### src/rtl/com_uart.sv
// com_uart: COM-bus UART with TX/RX FIFOs, 8N1 framing, level irq.
// Optional loopback (CTRL[2]) when COM_UART_LOOPBACK_EN is defined.
module com_uart #(
  parameter logic [7:0] BASE_ADDR  = 8'h10,
  parameter int         FIFO_DEPTH = 4,
  parameter logic [7:0] DIV_RESET  = 8'd15
) (
  input  logic       clk,
  input  logic       rst,
  input  logic [7:0] com_addr,
  input  logic [7:0] com_wr,
  input  logic       com_wr_en,
  input  logic       com_rd_en,
  output logic [7:0] com_rd,
  output logic       com_interrupt,
  input  logic       uart_rxd,
  output logic       uart_txd
);

  localparam int AW = $clog2(FIFO_DEPTH);
`ifdef COM_UART_LOOPBACK_EN
  localparam int CW = 3;
`else
  localparam int CW = 2;
`endif

  typedef enum logic [1:0] {
    S_IDLE,
    S_START,
    S_DATA,
    S_STOP
  } state_e;

  // register decode
  logic [7:0] off;
  logic       hit;
  logic       sel_data;
  logic       sel_stat;
  logic       sel_ctrl;
  logic       sel_baud;

  assign off      = com_addr - BASE_ADDR;
  assign hit      = (off[7:2] == 6'd0);
  assign sel_data = hit && (off[1:0] == 2'd0);
  assign sel_stat = hit && (off[1:0] == 2'd1);
  assign sel_ctrl = hit && (off[1:0] == 2'd2);
  assign sel_baud = hit && (off[1:0] == 2'd3);

  // control / status state
  logic [CW-1:0] ctrl_q, ctrl_d;
  logic [7:0]    baud_q, baud_d;
  logic          ovr_q, ovr_d;
  logic          fe_q, fe_d;
  logic          irq_q, irq_d;

  // TX FIFO
  logic [7:0]  tx_mem [FIFO_DEPTH];
  logic [AW:0] tx_wp_q, tx_wp_d;
  logic [AW:0] tx_rp_q, tx_rp_d;
  logic        tx_empty;
  logic        tx_full;
  logic        tx_push;
  logic        tx_pop;
  logic [7:0]  tx_head;

  // RX FIFO
  logic [7:0]  rx_mem [FIFO_DEPTH];
  logic [AW:0] rx_wp_q, rx_wp_d;
  logic [AW:0] rx_rp_q, rx_rp_d;
  logic        rx_empty;
  logic        rx_full;
  logic        rx_valid;
  logic        rx_push;
  logic        rx_push_ok;
  logic        rx_pop;
  logic [7:0]  rx_head;

  // TX serializer
  state_e     tx_state_q, tx_state_d;
  logic [7:0] tx_cnt_q, tx_cnt_d;
  logic [7:0] tx_div_q, tx_div_d;
  logic [2:0] tx_bit_q, tx_bit_d;
  logic [7:0] tx_sh_q, tx_sh_d;
  logic       txd_q, txd_d;
  logic       tx_tick;
  logic       tx_busy;

  // RX deserializer
  logic       rx_src;
  logic       rx_s1_q;
  logic       rx_s2_q;
  logic       rx_prev_q;
  state_e     rx_state_q, rx_state_d;
  logic [7:0] rx_cnt_q, rx_cnt_d;
  logic [2:0] rx_bit_q, rx_bit_d;
  logic [7:0] rx_sh_q, rx_sh_d;
  logic       fe_set;
  logic       ovr_set;

  assign tx_empty = (tx_wp_q == tx_rp_q);
  assign tx_full  = (tx_wp_q[AW] != tx_rp_q[AW]) &&
                    (tx_wp_q[AW-1:0] == tx_rp_q[AW-1:0]);
  assign tx_head  = tx_mem[tx_rp_q[AW-1:0]];
  assign tx_push  = com_wr_en && sel_data && !tx_full;
  assign tx_busy  = (tx_state_q != S_IDLE);

  assign rx_empty = (rx_wp_q == rx_rp_q);
  assign rx_full  = (rx_wp_q[AW] != rx_rp_q[AW]) &&
                    (rx_wp_q[AW-1:0] == rx_rp_q[AW-1:0]);
  assign rx_valid = !rx_empty;
  assign rx_head  = rx_mem[rx_rp_q[AW-1:0]];
  assign rx_pop   = com_rd_en && sel_data && rx_valid;
  // a same-cycle pop frees the slot the push lands in
  assign rx_push_ok = rx_push && (!rx_full || rx_pop);
  assign ovr_set    = rx_push && rx_full && !rx_pop;

`ifdef COM_UART_LOOPBACK_EN
  assign rx_src   = ctrl_q[2] ? txd_q : uart_rxd;
  assign uart_txd = ctrl_q[2] ? 1'b1 : txd_q;
`else
  assign rx_src   = uart_rxd;
  assign uart_txd = txd_q;
`endif

  assign com_interrupt = irq_q;

  // read mux, combinational from address
  always_comb begin
    com_rd = 8'h00;
    if (hit) begin
      unique case (off[1:0])
        2'd0: com_rd = rx_valid ? rx_head : 8'h00;
        2'd1: com_rd = {1'b0, tx_busy, fe_q, ovr_q,
                        rx_full, rx_valid, tx_empty, tx_full};
        2'd2: com_rd = {{(8-CW){1'b0}}, ctrl_q};
        2'd3: com_rd = baud_q;
      endcase
    end
  end

  // register writes, sticky flags and interrupt condition
  always_comb begin
    ctrl_d = ctrl_q;
    baud_d = baud_q;
    ovr_d  = ovr_q;
    fe_d   = fe_q;
    if (com_wr_en && sel_ctrl) ctrl_d = com_wr[CW-1:0];
    if (com_wr_en && sel_baud) baud_d = com_wr;
    if (com_rd_en && sel_stat) begin
      ovr_d = 1'b0;
      fe_d  = 1'b0;
    end
    if (ovr_set) ovr_d = 1'b1;
    if (fe_set)  fe_d  = 1'b1;
    irq_d = (ctrl_q[0] && tx_empty && !tx_busy) ||
            (ctrl_q[1] && rx_valid);
  end

  // FIFO pointer updates
  always_comb begin
    tx_wp_d = tx_push    ? tx_wp_q + 1'b1 : tx_wp_q;
    tx_rp_d = tx_pop     ? tx_rp_q + 1'b1 : tx_rp_q;
    rx_wp_d = rx_push_ok ? rx_wp_q + 1'b1 : rx_wp_q;
    rx_rp_d = rx_pop     ? rx_rp_q + 1'b1 : rx_rp_q;
  end

  // TX next state: period latched per bit so BAUD edits land on a boundary
  always_comb begin
    tx_state_d = tx_state_q;
    tx_cnt_d   = tx_cnt_q + 8'd1;
    tx_div_d   = tx_div_q;
    tx_bit_d   = tx_bit_q;
    tx_sh_d    = tx_sh_q;
    txd_d      = txd_q;
    tx_pop     = 1'b0;
    tx_tick    = (tx_cnt_q == tx_div_q);
    unique case (tx_state_q)
      S_IDLE: begin
        txd_d    = 1'b1;
        tx_cnt_d = 8'd0;
        if (!tx_empty) begin
          tx_pop     = 1'b1;
          tx_sh_d    = tx_head;
          txd_d      = 1'b0;
          tx_div_d   = baud_q;
          tx_state_d = S_START;
        end
      end
      S_START: begin
        if (tx_tick) begin
          tx_cnt_d   = 8'd0;
          tx_div_d   = baud_q;
          txd_d      = tx_sh_q[0];
          tx_sh_d    = {1'b0, tx_sh_q[7:1]};
          tx_bit_d   = 3'd0;
          tx_state_d = S_DATA;
        end
      end
      S_DATA: begin
        if (tx_tick) begin
          tx_cnt_d = 8'd0;
          tx_div_d = baud_q;
          if (tx_bit_q == 3'd7) begin
            txd_d      = 1'b1;
            tx_state_d = S_STOP;
          end else begin
            txd_d    = tx_sh_q[0];
            tx_sh_d  = {1'b0, tx_sh_q[7:1]};
            tx_bit_d = tx_bit_q + 3'd1;
          end
        end
      end
      S_STOP: begin
        if (tx_tick) begin
          tx_cnt_d = 8'd0;
          tx_div_d = baud_q;
          if (!tx_empty) begin
            tx_pop     = 1'b1;
            tx_sh_d    = tx_head;
            txd_d      = 1'b0;
            tx_state_d = S_START;
          end else begin
            txd_d      = 1'b1;
            tx_state_d = S_IDLE;
          end
        end
      end
    endcase
  end

  // RX next state: start at half period, then one full period per sample
  always_comb begin
    rx_state_d = rx_state_q;
    rx_cnt_d   = rx_cnt_q + 8'd1;
    rx_bit_d   = rx_bit_q;
    rx_sh_d    = rx_sh_q;
    rx_push    = 1'b0;
    fe_set     = 1'b0;
    unique case (rx_state_q)
      S_IDLE: begin
        rx_cnt_d = 8'd0;
        if (rx_prev_q && !rx_s2_q) rx_state_d = S_START;
      end
      S_START: begin
        if (rx_cnt_q == {1'b0, baud_q[7:1]}) begin
          rx_cnt_d   = 8'd0;
          rx_bit_d   = 3'd0;
          rx_state_d = rx_s2_q ? S_IDLE : S_DATA;
        end
      end
      S_DATA: begin
        if (rx_cnt_q == baud_q) begin
          rx_cnt_d = 8'd0;
          rx_sh_d  = {rx_s2_q, rx_sh_q[7:1]};
          if (rx_bit_q == 3'd7) rx_state_d = S_STOP;
          else rx_bit_d = rx_bit_q + 3'd1;
        end
      end
      S_STOP: begin
        if (rx_cnt_q == baud_q) begin
          rx_cnt_d   = 8'd0;
          rx_push    = rx_s2_q;
          fe_set     = !rx_s2_q;
          rx_state_d = S_IDLE;
        end
      end
    endcase
  end

  // FIFO storage
  always_ff @(posedge clk or negedge rst) begin
    if (!rst) begin
      for (int i = 0; i < FIFO_DEPTH; i++) begin
        tx_mem[i] <= 8'h00;
        rx_mem[i] <= 8'h00;
      end
    end else begin
      if (tx_push) tx_mem[tx_wp_q[AW-1:0]] <= com_wr;
      if (rx_push_ok) rx_mem[rx_wp_q[AW-1:0]] <= rx_sh_q;
    end
  end

  // control registers, flags, pointers, interrupt
  always_ff @(posedge clk or negedge rst) begin
    if (!rst) begin
      ctrl_q  <= '0;
      baud_q  <= DIV_RESET;
      ovr_q   <= 1'b0;
      fe_q    <= 1'b0;
      irq_q   <= 1'b0;
      tx_wp_q <= '0;
      tx_rp_q <= '0;
      rx_wp_q <= '0;
      rx_rp_q <= '0;
    end else begin
      ctrl_q  <= ctrl_d;
      baud_q  <= baud_d;
      ovr_q   <= ovr_d;
      fe_q    <= fe_d;
      irq_q   <= irq_d;
      tx_wp_q <= tx_wp_d;
      tx_rp_q <= tx_rp_d;
      rx_wp_q <= rx_wp_d;
      rx_rp_q <= rx_rp_d;
    end
  end

  // TX FSM state; txd idles high and snaps high on reset
  always_ff @(posedge clk or negedge rst) begin
    if (!rst) begin
      tx_state_q <= S_IDLE;
      tx_cnt_q   <= 8'd0;
      tx_div_q   <= 8'd0;
      tx_bit_q   <= 3'd0;
      tx_sh_q    <= 8'h00;
      txd_q      <= 1'b1;
    end else begin
      tx_state_q <= tx_state_d;
      tx_cnt_q   <= tx_cnt_d;
      tx_div_q   <= tx_div_d;
      tx_bit_q   <= tx_bit_d;
      tx_sh_q    <= tx_sh_d;
      txd_q      <= txd_d;
    end
  end

  // RX synchronizer and FSM state
  always_ff @(posedge clk or negedge rst) begin
    if (!rst) begin
      rx_s1_q    <= 1'b1;
      rx_s2_q    <= 1'b1;
      rx_prev_q  <= 1'b1;
      rx_state_q <= S_IDLE;
      rx_cnt_q   <= 8'd0;
      rx_bit_q   <= 3'd0;
      rx_sh_q    <= 8'h00;
    end else begin
      rx_s1_q    <= rx_src;
      rx_s2_q    <= rx_s1_q;
      rx_prev_q  <= rx_s2_q;
      rx_state_q <= rx_state_d;
      rx_cnt_q   <= rx_cnt_d;
      rx_bit_q   <= rx_bit_d;
      rx_sh_q    <= rx_sh_d;
    end
  end

endmodule

### config.mk
export PLATFORM = sky130hd
export DESIGN_NAME = com_uart
export DESIGN_NICKNAME = d
export VERILOG_FILES = /design/src/rtl/com_uart.sv
export SDC_FILE = /design/constraint.sdc
export NUM_CORES = 1
export LEC_CHECK = 0
export CORE_ASPECT_RATIO = 1.4
export CORE_UTILIZATION = 25
export CTS_CLUSTER_DIAMETER = 40
export DETAILED_ROUTE_END_ITERATION = 16
export SYNTH_ARGS = -nofsm -noshare
export SYNTH_HDL_FRONTEND = slang
export SYNTH_SLANG_ARGS = --single-unit
export TNS_END_PERCENT = 10
### constraint.sdc
create_clock -name clk -period 2.7 [get_ports clk]
set_input_delay 0.405 -clock clk [delete_from_list [all_inputs] [get_ports clk]]
set_output_delay 0.405 -clock clk [all_outputs]
set_load 0.1 [all_outputs]
==> results.sh <==
export IMPL_outcome="completed"
export IMPL_yosysSeqAreaShare=0.5151
export IMPL_grt_use_total=0.1116
export IMPL_combPwrFrac=0.288
export IMPL_avgSynthCellArea_sq_um=13.12
export IMPL_clkPwrFrac=0.321
export IMPL_ant_nets=0
export IMPL_setup_viol=0
export IMPL_area_growth_pct=21.48
export IMPL_yosys_warnings=0
export IMPL_drt_total_wl_microns=14640
export IMPL_fin_util=0.3124
export IMPL_grt_max_degree=71
export IMPL_numCtsBuffers=17
export IMPL_maxSlewHeadroom=0.5418
export IMPL_critPathKind="register to output port"
export IMPL_final_area_sq_um=8463
export IMPL_path_clk_slew_ns=0.06
export IMPL_end_kind="output port"
export IMPL_max_vdd_ir_drop_uv=460.2
export IMPL_power_density_nw_per_um2=848.7
export IMPL_overflow=0
export IMPL_layout_min_cycle_time_ns=2.635
export IMPL_min_period_over_period=0.9758
export IMPL_maxCapViolCount=0
export IMPL_place_area_sq_um=7878
export IMPL_critPathArrivalTime_ns=2.23
export IMPL_nets=622
export IMPL_synth_ff_type="dfrtp_1"
export IMPL_clockBufferDepth=2
export IMPL_synth_nets=573
export IMPL_hold_viol_final=0
export IMPL_post_cts_buffers=0
export IMPL_fp_dieW_microns=143.1
export IMPL_vias_per_cell=4.443
export IMPL_synth_edff_count=0
export IMPL_clkSinkCount=143
export IMPL_synth_top_area_share=0.4849
export IMPL_core_area_sq_um=27090
export IMPL_crit_chain="mux4_2 > nor3b_1 > a211oi_1 > nor3_2 > buf_12"
export IMPL_placed_cells=926
export IMPL_drt_pass1_iterations=4
export IMPL_wl_per_cell_microns=15.30
export IMPL_syn_area_sq_um=6967
export IMPL_drc=0
export IMPL_instances_no_fill=957
export IMPL_cp_max_fo=6
export IMPL_worst_path_max_delay_cell="mux4_2"
export IMPL_htreeDepth=4
export IMPL_cts_root_buf="clkbuf_16"
export IMPL_synthTopCellsByCount="dfrtp_1, mux2_2, xor2_1"
export IMPL_p_sw_mw=2.418
export IMPL_holdBufCountCts=0
export IMPL_switching_share=0.3367
export IMPL_p_leak_nw=4.000
export IMPL_io_pins=31
export IMPL_yosysMostFrequentCell="dfrtp_1"
export IMPL_startpoint_type="register"
export IMPL_rows=71
export IMPL_first_global_vias=4588
export IMPL_initial_utilization=0.2571
export IMPL_total_power_mw=7.183
export IMPL_diodes=0
export IMPL_vias=4252
export IMPL_fmax_mhz=379.6
export IMPL_antenna_found_initial=0
export IMPL_ys_types=52
export IMPL_worst_path_largest_cell_delay_ns=0.57
export IMPL_netlist_instances=531
export IMPL_drive_gt1_frac=0.3463
export IMPL_clk_latency_ns=0.41
export IMPL_finClkSkew_ns=0.01037
export IMPL_slew_violations=0
export IMPL_drt_iter0_drc=113
export IMPL_ys_ff_latch=143
export IMPL_holdCritPathClass="primary input to asynchronous set/reset pin"
export IMPL_max_slew_worst_pin_slew_ns=0.6828
export IMPL_yosys_top_cells_area="dfrtp_1, mux2_2, mux4_2"
export IMPL_gp_congestion=0.7275
export IMPL_portBuffers=30
export IMPL_holdWs_ns=0.01448
export IMPL_synthArstFlopShare=1.000
export IMPL_cts_tree="yes"
export IMPL_yosys_area_top_type="dfrtp_1"
export IMPL_grt_setup_unrepaired="true"
export IMPL_dp_hpwl_microns=10380
export IMPL_pwr_share_seq=0.391
export IMPL_p_int_mw=4.764
export IMPL_grt_pass1_wl_microns=24550
export IMPL_dieHeight_microns=199.5
export IMPL_fp_dieArea_sq_um=28550
export IMPL_worst_ep_required_time_ns=2.30
==> path summary, 6_finish.rpt <==
check	from	to	slack (ns)	cells after the start
worst min-delay path	rst	tx_cnt_q[5]	0.01	1
worst max register to register	tx_cnt_q[4]	tx_sh_q[3]	0.36	6
max in group asynchronous	rst	rx_rp_q[0]	1.91	2
min in group clk	rx_s1_q	rx_s2_q	0.36	0
worst max-delay path	rx_rp_q[0]	com_rd[0]	0.07	5
worst min register to register	rx_s1_q	rx_s2_q	0.36	0
==> state kept, by name, indices dropped and copies added, names as in the netlist, 2 cells and up, named ones only <==
register	cells
rx_bit_q	3
rx_rp_q	3
tx_bit_q	3
ctrl_q	2
tx_wp_q	3
tx_cnt_q	8
baud_q	8
tx_div_q	8
tx_mem	32
rx_cnt_q	8
tx_sh_q	8
rx_wp_q	3
tx_state_q	2
rx_mem	32
tx_rp_q	3
rx_sh_q	8
==> placed cells by master (no fill, tap or decap), types with 6 or more instances in the layout <==
master,n
a21oi_1,9
buf_12,9
buf_4,19
clkbuf_16,17
clkdlybuf4s50_1,19
dfrtp_1,134
dfstp_2,8
ha_1,21
inv_1,12
mux2_1,6
mux2_2,104
mux4_2,16
nand2_1,24
nand3_1,15
nor2_1,27
o21ai_0,13
xnor2_1,20
xor2_1,29
==> through the flow <==
step | TNS (ns) | worst slack, ns
global placement | 0 | 0.2107
floorplan | -2.158 | -0.3779
finish | 0 | 0.06532
CTS | 0 | 0.01721
global route | -0.05344 | -0.03148
detailed placement | 0 | 0.1772
==> cells by family after synthesis <==
group | synth area share
AOI/OAI and AO/OA | 0.04580
xor gates and xnor gates | 0.06160
adders and majority gates | 0.03772
buffers and inverters | 0.01850
DFF | 0.5151
muxes | 0.2324
and+or+nand+nor | 0.08890
==> power by group through the flow <==
| stage | combinational (mW) | sequential (mW) | clock, mW |
|---|---|---|---|
| finish | 2.07 | 2.81 | 2.30 |
| global route | 2.30 | 2.87 | 2.44 |
| CTS | 2.09 | 2.82 | 2.35 |
| detailed placement | 2.08 | 2.85 | 0 |
| global placement | 2.06 | 2.85 | 0 |
| floorplan | 1.51 | 2.78 | 0 |
==> final cells by class <==
class | instances | area, sq um
clock buffer | 17 | 425.4
sequential | 143 | 3590
multi-input combinational | 358 | 3272
inverter | 12 | 45.04
tap | 365 | 456.7
clock inverter | 14 | 150.1
timing repair buffer | 48 | 524.3
fill | 2699 | 18630
==> critical path: cells and delay by family, from the launching register on <==
family / cells / cell delay (ns)
mux: 1 / 0.57
compound gates: 1 / 0.31
flops: 1 / 0.48
simple gates: 2 / 0.28
buf+inv: 1 / 0.19
==> repair_timing <==
item,in CTS,in global routing
resized for setup,1,4
endpoints found under the hold margin,0,0
pin swaps,0,1
setup endpoints to repair,3,8
==> per-layer routing <==
metal | track usage | part of all wire | vias to the layer above
met1 | 0.1328 | 0.44 | 2183
li1 | - | - | 2001
met2 | 0.1966 | 0.51 | 53
met4 | 0.04739 | 0.023 | 0
met3 | 0.01869 | 0.021 | 15
met5 | 0 | 0 | -
Note: power is estimated with default switching activity, not from simulation.
